## src/rtl/pattern_detector_if.sv

```systemverilog
//==============================================================================
// Module      : pattern_detector_if
// Description : Serial stream, pattern-load and match-report signals for
//               pattern_detector. The match_count_o signal exists only when
//               PATDET_COUNT_EN is defined.
// Revision    : 1.0 - initial release
//==============================================================================
`default_nettype none

interface pattern_detector_if #(
    parameter int WIDTH   = 4,
    parameter int COUNT_W = 8
);
    logic               ser_in_i;
    logic               ser_valid_i;
    logic               pattern_load_i;
    logic [WIDTH-1:0]   pattern_i;
    logic [WIDTH-1:0]   mask_i;
    logic               overlap_mode_i;
    logic               found_o;
`ifdef PATDET_COUNT_EN
    logic [COUNT_W-1:0] match_count_o;
`endif

    modport master (
        output ser_in_i,
        output ser_valid_i,
        output pattern_load_i,
        output pattern_i,
        output mask_i,
        output overlap_mode_i,
`ifdef PATDET_COUNT_EN
        input  match_count_o,
`endif
        input  found_o
    );

    modport slave (
        input  ser_in_i,
        input  ser_valid_i,
        input  pattern_load_i,
        input  pattern_i,
        input  mask_i,
        input  overlap_mode_i,
`ifdef PATDET_COUNT_EN
        output match_count_o,
`endif
        output found_o
    );

    if (WIDTH < 2 || WIDTH > 16) begin : g_bad_width
        $error("pattern_detector_if: WIDTH must be in 2..16");
    end
    if (COUNT_W < 1 || COUNT_W > 16) begin : g_bad_count_w
        $error("pattern_detector_if: COUNT_W must be in 1..16");
    end
endinterface

`default_nettype wire

```

## src/rtl/pattern_detector.sv

```systemverilog
//==============================================================================
// Module      : pattern_detector
// Description : Serial masked pattern detector, overlapping or non-overlapping.
//               Define PATDET_COUNT_EN to add the saturating match counter.
// Revision    : 1.0 - initial release
//==============================================================================
`default_nettype none

module pattern_detector #(
    parameter int WIDTH   = 4,
    parameter int COUNT_W = 8
) (
    input  wire                 clock,
    input  wire                 rst,
    pattern_detector_if.slave   bus
);
    localparam int                 c_FILL_W = $clog2(WIDTH + 1);
    localparam logic [c_FILL_W-1:0] c_FULL  = c_FILL_W'(WIDTH);

    logic [WIDTH-1:0]    hist_q,  hist_d;
    logic [c_FILL_W-1:0] fill_q,  fill_d;
    logic [WIDTH-1:0]    pat_q,   pat_d;
    logic [WIDTH-1:0]    mask_q,  mask_d;
    logic                mode_q,  mode_d;
    logic                found_q, found_d;

    logic [WIDTH:0]      w_shift;
    logic [WIDTH-1:0]    w_hist_next;
    logic [c_FILL_W-1:0] w_fill_inc;
    logic                w_match;
    logic                w_unused_hist_msb;

    // Newest bit lands in bit 0, so the oldest of the window faces pattern[WIDTH-1].
    assign w_shift           = {hist_q, bus.ser_in_i};
    assign w_hist_next       = w_shift[WIDTH-1:0];
    assign w_unused_hist_msb = w_shift[WIDTH];
    assign w_fill_inc        = (fill_q == c_FULL) ? c_FULL : fill_q + 1'b1;

    // Load takes precedence, so a coincident bit can never produce a match.
    assign w_match = bus.ser_valid_i && !bus.pattern_load_i
                     && (w_fill_inc == c_FULL)
                     && (&((w_hist_next ~^ pat_q) | ~mask_q));

    always_comb begin
        hist_d  = hist_q;
        fill_d  = fill_q;
        pat_d   = pat_q;
        mask_d  = mask_q;
        mode_d  = mode_q;
        found_d = w_match;
        if (bus.pattern_load_i) begin
            hist_d = '0;
            fill_d = '0;
            pat_d  = bus.pattern_i;
            mask_d = bus.mask_i;
            mode_d = bus.overlap_mode_i;
        end else if (bus.ser_valid_i) begin
            hist_d = w_hist_next;
            fill_d = (w_match && !mode_q) ? '0 : w_fill_inc;
        end
    end

    always_ff @(posedge clock) begin
        if (rst) begin
            hist_q  <= '0;
            fill_q  <= '0;
            pat_q   <= '0;
            mask_q  <= '1;
            mode_q  <= 1'b1;
            found_q <= 1'b0;
        end else begin
            hist_q  <= hist_d;
            fill_q  <= fill_d;
            pat_q   <= pat_d;
            mask_q  <= mask_d;
            mode_q  <= mode_d;
            found_q <= found_d;
        end
    end

    assign bus.found_o = found_q;

`ifdef PATDET_COUNT_EN
    logic [COUNT_W-1:0] cnt_q, cnt_d;

    always_comb begin
        cnt_d = cnt_q;
        if (bus.pattern_load_i) begin
            cnt_d = '0;
        end else if (w_match && (cnt_q != {COUNT_W{1'b1}})) begin
            cnt_d = cnt_q + 1'b1;
        end
    end

    always_ff @(posedge clock) begin
        if (rst) begin
            cnt_q <= '0;
        end else begin
            cnt_q <= cnt_d;
        end
    end

    assign bus.match_count_o = cnt_q;
`endif

    if (WIDTH < 2 || WIDTH > 16) begin : g_bad_width
        $error("pattern_detector: WIDTH must be in 2..16");
    end
    if (COUNT_W < 1 || COUNT_W > 16) begin : g_bad_count_w
        $error("pattern_detector: COUNT_W must be in 1..16");
    end
endmodule

`default_nettype wire
```

## src/flat_wrapper.sv

```systemverilog
// flat-port wrapper written by rule: the top's interface ports become plain ports
module pattern_detector_flat 
#(
    parameter int WIDTH   = 4,
    parameter int COUNT_W = 8
)
  (clock, rst, bus_ser_in_i, bus_ser_valid_i, bus_pattern_load_i, bus_pattern_i, bus_mask_i, bus_overlap_mode_i, bus_found_o);
  pattern_detector_if #(.WIDTH(WIDTH), .COUNT_W(COUNT_W)) bus_i ();
  input  wire clock;
  input  wire rst;
  input wire logic [$bits(bus_i.ser_in_i)-1:0] bus_ser_in_i;
  input wire logic [$bits(bus_i.ser_valid_i)-1:0] bus_ser_valid_i;
  input wire logic [$bits(bus_i.pattern_load_i)-1:0] bus_pattern_load_i;
  input wire logic [$bits(bus_i.pattern_i)-1:0] bus_pattern_i;
  input wire logic [$bits(bus_i.mask_i)-1:0] bus_mask_i;
  input wire logic [$bits(bus_i.overlap_mode_i)-1:0] bus_overlap_mode_i;
  output wire logic [$bits(bus_i.found_o)-1:0] bus_found_o;
  assign bus_i.ser_in_i = bus_ser_in_i;
  assign bus_i.ser_valid_i = bus_ser_valid_i;
  assign bus_i.pattern_load_i = bus_pattern_load_i;
  assign bus_i.pattern_i = bus_pattern_i;
  assign bus_i.mask_i = bus_mask_i;
  assign bus_i.overlap_mode_i = bus_overlap_mode_i;
  assign bus_found_o = bus_i.found_o;
  pattern_detector #(.WIDTH(WIDTH), .COUNT_W(COUNT_W)) u_core (.clock(clock), .rst(rst), .bus(bus_i));
endmodule
```

## config.mk

```make
export PLATFORM = sky130hd
export DESIGN_NAME = pattern_detector_flat
export DESIGN_NICKNAME = d
export VERILOG_FILES = /design/src/rtl/pattern_detector_if.sv /design/src/rtl/pattern_detector.sv /design/src/flat_wrapper.sv
export SDC_FILE = /design/constraint.sdc
export NUM_CORES = 1
export LEC_CHECK = 0
export BUFFER_PORTS_ARGS = -buffer_cell sky130_fd_sc_hd__clkbuf_2
export CELL_PAD_IN_SITES_DETAIL_PLACEMENT = 0
export CELL_PAD_IN_SITES_GLOBAL_PLACEMENT = 1
export CORE_ASPECT_RATIO = 1.5
export CORE_MARGIN = 2
export CORE_UTILIZATION = 25
export CTS_BUF_LIST = sky130_fd_sc_hd__clkbuf_16
export DETAILED_ROUTE_END_ITERATION = 16
export PLACE_DENSITY = 0.57
export SKIP_CTS_REPAIR_TIMING = 1
export SLEW_MARGIN = 25
export SYNTH_ARGS = -nofsm -noshare
export SYNTH_HDL_FRONTEND = slang
export SYNTH_SLANG_ARGS = --single-unit
```

## constraint.sdc

```tcl
create_clock -name clock -period 4.1 [get_ports clock]
set_clock_uncertainty 0.15 [all_clocks]
set_input_delay 0.205 -clock clock [delete_from_list [all_inputs] [get_ports clock]]
set_output_delay 0.205 -clock clock [all_outputs]
set_load 0.005 [all_outputs]
```

==> results.sh, run 1 <==
export IMPL_status="complete, no violations"
export IMPL_reg2reg_depth=5
export IMPL_wl_per_cell_um=11.47
export IMPL_boundaryPins=15
export IMPL_post_route_cell_area_um2=905.9
export IMPL_antenna_cells=0
export IMPL_synthTopCellsByArea="dfxtp_1, mux2i_1, a211o_1, xor2_1, nor2_1"
export IMPL_synth_distinct_cells=22
export IMPL_relSlewSlack_pct=75.06
export IMPL_fin_tns_setup_ps=0
export IMPL_start_util_pct=25.61
export IMPL_finalCriticalPeriod_ps=1545
export IMPL_dpl_cell_area_um2=830.8
export IMPL_maxCapViolCount=0
export IMPL_endpoint_kind="flop"
export IMPL_synthAdderAreaFrac_pct=3.425
export IMPL_syn2layout_area_growth_pct=23.97
export IMPL_fin_nets=101
export IMPL_synth_top_family_by_area="simple AND/OR/NAND/NOR gates"
export IMPL_dr_pass1_iters=3
export IMPL_ys_flop_type="dfxtp_1"
export IMPL_post_place_ws_ps=2550
export IMPL_numClockSinks=16
export IMPL_synthCells=70
export IMPL_final_period_utilization_pct=37.69
export IMPL_port_buffers=14
export IMPL_die_h_um=70.22
export IMPL_cts_buffer_depth=2
export IMPL_drt_iter0_markers=20
export IMPL_synth_seq_area_share_pct=43.84
export IMPL_synth_xor_area_share_pct=4.795
export IMPL_die_area_um2=3380
export IMPL_dpl_cell_count=119
export IMPL_rsz0062_at_grt="false"
export IMPL_die_w_um=48.14
export IMPL_cts_max_level=1
export IMPL_max_freq_mhz=647.2
export IMPL_clk_pin_slew_ps=50
export IMPL_track_usage_pct=10.46
export IMPL_dpl_hpwl_mm=1.101
export IMPL_synth_largest_area_cell="dfxtp_1"
export IMPL_fp_row_count=24
export IMPL_cts_root_buf="clkbuf_16"
export IMPL_syn_area_um2=730.7
export IMPL_gr_total_overflow=0
export IMPL_routabilityCongestion=0.6851
export IMPL_synth_top_cell_area_share_pct=43.84
export IMPL_grt_first_pass_wirelength_mm=2.449
export IMPL_ys_seq_elements=16
export IMPL_hp_class="in -> reg"
export IMPL_criticalPathCategory="reg -> reg"
export IMPL_route_detailed_drc=0
export IMPL_ant_nets=0
export IMPL_synth_compound_area_share_pct=12.67
export IMPL_final_util_pct=31.75
export IMPL_cts_tree="done"
export IMPL_ir_drop_mv=0.1551
export IMPL_synth_edf_count=0
export IMPL_drive_gt1_share_pct=27.71
export IMPL_cp_required_ps=4080
export IMPL_async_flop_share_pct=0
export IMPL_start_kind="flop"
export IMPL_drv_slew=0
export IMPL_finalHoldViolations=0
export IMPL_avgSynthCellArea_um2=10.44
export IMPL_hold_path_depth=2
export IMPL_power_leakage_nw=0.3999
export IMPL_fill_cells=318
export IMPL_setup_violations=0
export IMPL_synth_nets=86
export IMPL_cellPowerDensity_nw_per_um2=424.5
export IMPL_setup_slack_ps=2555
export IMPL_routed_wl_mm=1.399
export IMPL_core_um2=2853
export IMPL_path_cells="inv_1, ha_1, nor3_2, nand3_2, o31a_1"
export IMPL_finalPower_uw=384.5
export IMPL_cts_buffers=3
export IMPL_critPathArrivalTime_ps=1530
export IMPL_worstMarginPinSlew_ps=374.2
export IMPL_num_vias=522
export IMPL_grt_max_degree=17
export IMPL_rrSetupSlack_ps=2550
export IMPL_first_global_vias=533
export IMPL_ys_top_cells_by_count="dfxtp_1, mux2i_1, nor2_1"
export IMPL_slowest_delay_ps=360
export IMPL_clk_latency_ps=240
export IMPL_final_cells=122
export IMPL_yosysMostFrequentCell="dfxtp_1"
export IMPL_cpMaxStageDelayCell="dfxtp_1"
export IMPL_antenna_found_initial=0
export IMPL_hold_worst_slack_ps=19.57
export IMPL_synth_mux_area_fraction_pct=12.33
export IMPL_viasPerCell=4.279
export IMPL_synthSimpleGateAreaFrac_pct=19.35
export IMPL_cp_max_fo=4
export IMPL_ys_warn_count=0
-- power breakdown --
part / total, mW / switching, mW / internal, mW
clock network: 0.183 / 0.0552 / 0.128
logic: 0.0343 / 0.0167 / 0.0176
registers: 0.167 / 0.00451 / 0.163
-- layout by cell type, fill, tap and decap left out --
cell,n
a211o_1,5
nor4b_2,1
or2_0,1
nor3_2,2
nor2_1,9
nand3_2,1
xor2_1,4
nor2b_1,5
and2b_1,1
clkbuf_16,3
and4b_1,1
dfxtp_1,16
a22oi_2,2
o21ai_0,1
mux2i_1,9
inv_1,2
ha_1,2
a21oi_1,2
o31a_1,1
clkbuf_2,14
nand3b_1,1
-- kinds of logic after synthesis --
family          count (synthesis)
simple gates                   22
compound gates                 11
buf+inv                         6
mux                             9
fa+ha+maj                       2
xor+xnor                        4
flops                          16
-- cell type report --
type                       instances  area [um^2]  share of cell area (%)
multi-input combinational         48        384.1                   42.40
sequential                        16        320.3                   35.36
clock buffer                       3        75.07                   8.287
timing repair buffer              14        70.07                   7.735
tap                               39        48.80                   5.387
inverter                           2        7.507                  0.8287
-- critical path: cells and delay by family, from the launching register on --
family	cells	cell delay, ps
buf+inv	1	60
fa+ha+maj	1	310
compound gates	1	270
flops	1	360
simple gates	2	280
-- registers in the layout, summed over array words and instances, names as in the netlist --
name                cells
u_core.bus.found_o      1
u_core.fill_q           3
u_core.hist_q           3
u_core.mask_q           4
u_core.mode_q           1
u_core.pat_q            4
-- path summary, 6_finish.rpt --
check                      to        startpoint
max          u_core.fill_q[2]  u_core.fill_q[0]
min          u_core.mask_q[1]     bus_mask_i[1]
max reg2reg  u_core.fill_q[2]  u_core.fill_q[0]
min reg2reg  u_core.fill_q[2]     u_core.mode_q
-- routing by layer --
layer | wire [um] | vias up | global-route usage [%]
li1 | - | 270 | -
met1 | 568 | 242 | 11.76
met2 | 780 | 8 | 16.08
met3 | 29 | 2 | 2.584
met4 | 21 | 0 | 7.207
met5 | 0 | - | 0
(Power assumes the default switching activity.)
==> inputs of run 2 (changes only) <==
--- a/config.mk
+++ b/config.mk
@@ -13,7 +13,7 @@
 export CORE_UTILIZATION = 25
 export CTS_BUF_LIST = sky130_fd_sc_hd__clkbuf_16
 export DETAILED_ROUTE_END_ITERATION = 16
-export PLACE_DENSITY = 0.57
+export PLACE_DENSITY = 0.59
 export SKIP_CTS_REPAIR_TIMING = 1
 export SLEW_MARGIN = 25
 export SYNTH_ARGS = -nofsm -noshare
==> constraint.sdc (replaced) <==
create_clock -name clock -period 1.3 [get_ports clock]
set_clock_uncertainty 0.15 [all_clocks]
set_input_delay 0.065 -clock clock [delete_from_list [all_inputs] [get_ports clock]]
set_output_delay 0.065 -clock clock [all_outputs]
set_load 0.005 [all_outputs]
==> results.sh, run 2 (synthesis gave the netlist of run 1 again) <==
export IMPL_status="finished with violations"
export IMPL_failed_checks="setup timing"
export IMPL_rsz0062_at_grt="true"
export IMPL_final_period_utilization_pct=105.0
export IMPL_setup_violations=2
export IMPL_multi_input_comb_area_um2=402.9
export IMPL_setup_slack_ps=-64.48
export IMPL_dr_pass1_iters=4
export IMPL_criticalPathCategory="reg -> reg"
export IMPL_hold_worst_slack_ps=35.42
export IMPL_fill_cells=293
export IMPL_cp_max_fo=2
export IMPL_cts_buffer_depth=2
export IMPL_dpl_cell_area_um2=908.4
export IMPL_boundaryPins=15
export IMPL_cp_required_ps=1290
export IMPL_ant_nets=0
export IMPL_cts_buffers=3
export IMPL_worstMarginPinSlew_ps=247.2
export IMPL_viasPerCell=4.329
export IMPL_track_usage_pct=10.16
export IMPL_antenna_cells=0
export IMPL_clk_pin_slew_ps=50
export IMPL_layout_common_cells="clkbuf_2, dfxtp_1, dlygate4sd3_1, buf_4"
export IMPL_drt_iter0_markers=6
export IMPL_clk_latency_ps=250
export IMPL_numClockSinks=16
export IMPL_port_buffers=14
export IMPL_gr_total_overflow=0
export IMPL_maxCapViolCount=0
export IMPL_fin_nets=121
export IMPL_relSlewSlack_pct=83.52
export IMPL_first_global_vias=593
export IMPL_routabilityCongestion=0.6807
export IMPL_critPathArrivalTime_ps=1350
export IMPL_wl_per_cell_um=10.94
export IMPL_cellPowerDensity_nw_per_um2=1159
export IMPL_die_w_um=48.14
export IMPL_grt_first_pass_wirelength_mm=2.442
export IMPL_finalHoldViolations=0
export IMPL_fp_row_count=24
export IMPL_core_um2=2853
export IMPL_die_area_um2=3380
export IMPL_antenna_found_initial=0
export IMPL_seq_area_um2=322.8
export IMPL_max_freq_mhz=732.9
export IMPL_cts_max_level=1
export IMPL_endpoint_kind="flop"
export IMPL_fin_tns_setup_ps=-68.09
export IMPL_num_vias=619
export IMPL_top_regs="u_core.mask_q: 4 flops, u_core.pat_q: 4 flops"
export IMPL_post_place_ws_ps=-163.2
export IMPL_syn2layout_area_growth_pct=51.37
export IMPL_route_detailed_drc=0
export IMPL_grt_max_degree=11
export IMPL_drv_slew=0
export IMPL_start_util_pct=25.61
export IMPL_post_route_cell_area_um2=1106
export IMPL_ir_drop_mv=0.7418
export IMPL_drive_gt1_share_pct=38.46
export IMPL_start_kind="flop"
export IMPL_die_h_um=70.22
export IMPL_power_leakage_nw=0.4919
export IMPL_routed_wl_mm=1.564
export IMPL_cts_tree="done"
export IMPL_dpl_hpwl_mm=1.110
export IMPL_finalCriticalPeriod_ps=1364
export IMPL_hp_class="in -> reg"
export IMPL_cts_root_buf="clkbuf_16"
run 2: changes by cell type in the layout (fill, tap and decap cells not counted), sizes merged:
cell / before / now
clkinv: 0 / 1
dlygate4sd3: 0 / 10
buf: 0 / 10
run 2: worst max-delay path, cell delays in order (launching register included):
cell     delay [ps]
dfxtp_2         320
inv_2            70
ha_4            140
a21oi_2          60
nor3_2          190
nand3_2          90
o31a_1          240
run 2: power breakdown:
group	leakage [nW]	switching [mW]	internal, mW
sequential	0.132	0.0137	0.514
clock	0.0385	0.192	0.408
combinational	0.321	0.0633	0.0919
run 2: through the flow:
step / total power, mW / std cells / util [%]
after CTS: 1.272 / 133 / 34.61
after detailed placement: 0.6641 / 129 / 31.84
final: 1.282 / 143 / 38.77
after global placement: 0.6617 / 129 / 31.84
after floorplan: 0.6123 / 70 / -
after global routing: 1.342 / 143 / 38.77
run 2: path summary, 6_finish.rpt:
path | cells after the start | slack [ps] | start | endpoint
setup / recovery | 6 | -60 | u_core.fill_q[1] | u_core.fill_q[2]
hold / removal | 3 | 40 | rst | u_core.pat_q[0]
setup reg to reg | 6 | -60 | u_core.fill_q[1] | u_core.fill_q[2]
hold reg to reg | 1 | 340 | u_core.mode_q | u_core.fill_q[2]
run 2: layout make-up:
class,instances,area share (%)
repair buffers,34,22.17
inverters,2,0.6787
clock inverters,1,0.3394
multi-input cells,48,36.43
clock buffers,3,6.787
well taps,39,4.412
flip-flops and latches,16,29.19
run 2: metal layers:
layer | vias to the layer above | wire, um | GRT usage [%]
li1 | 313 | - | -
met1 | 288 | 639 | 11.88
met2 | 15 | 844 | 15.64
met3 | 3 | 53 | 3.876
met4 | 0 | 25 | 4.505
met5 | - | 0 | 0
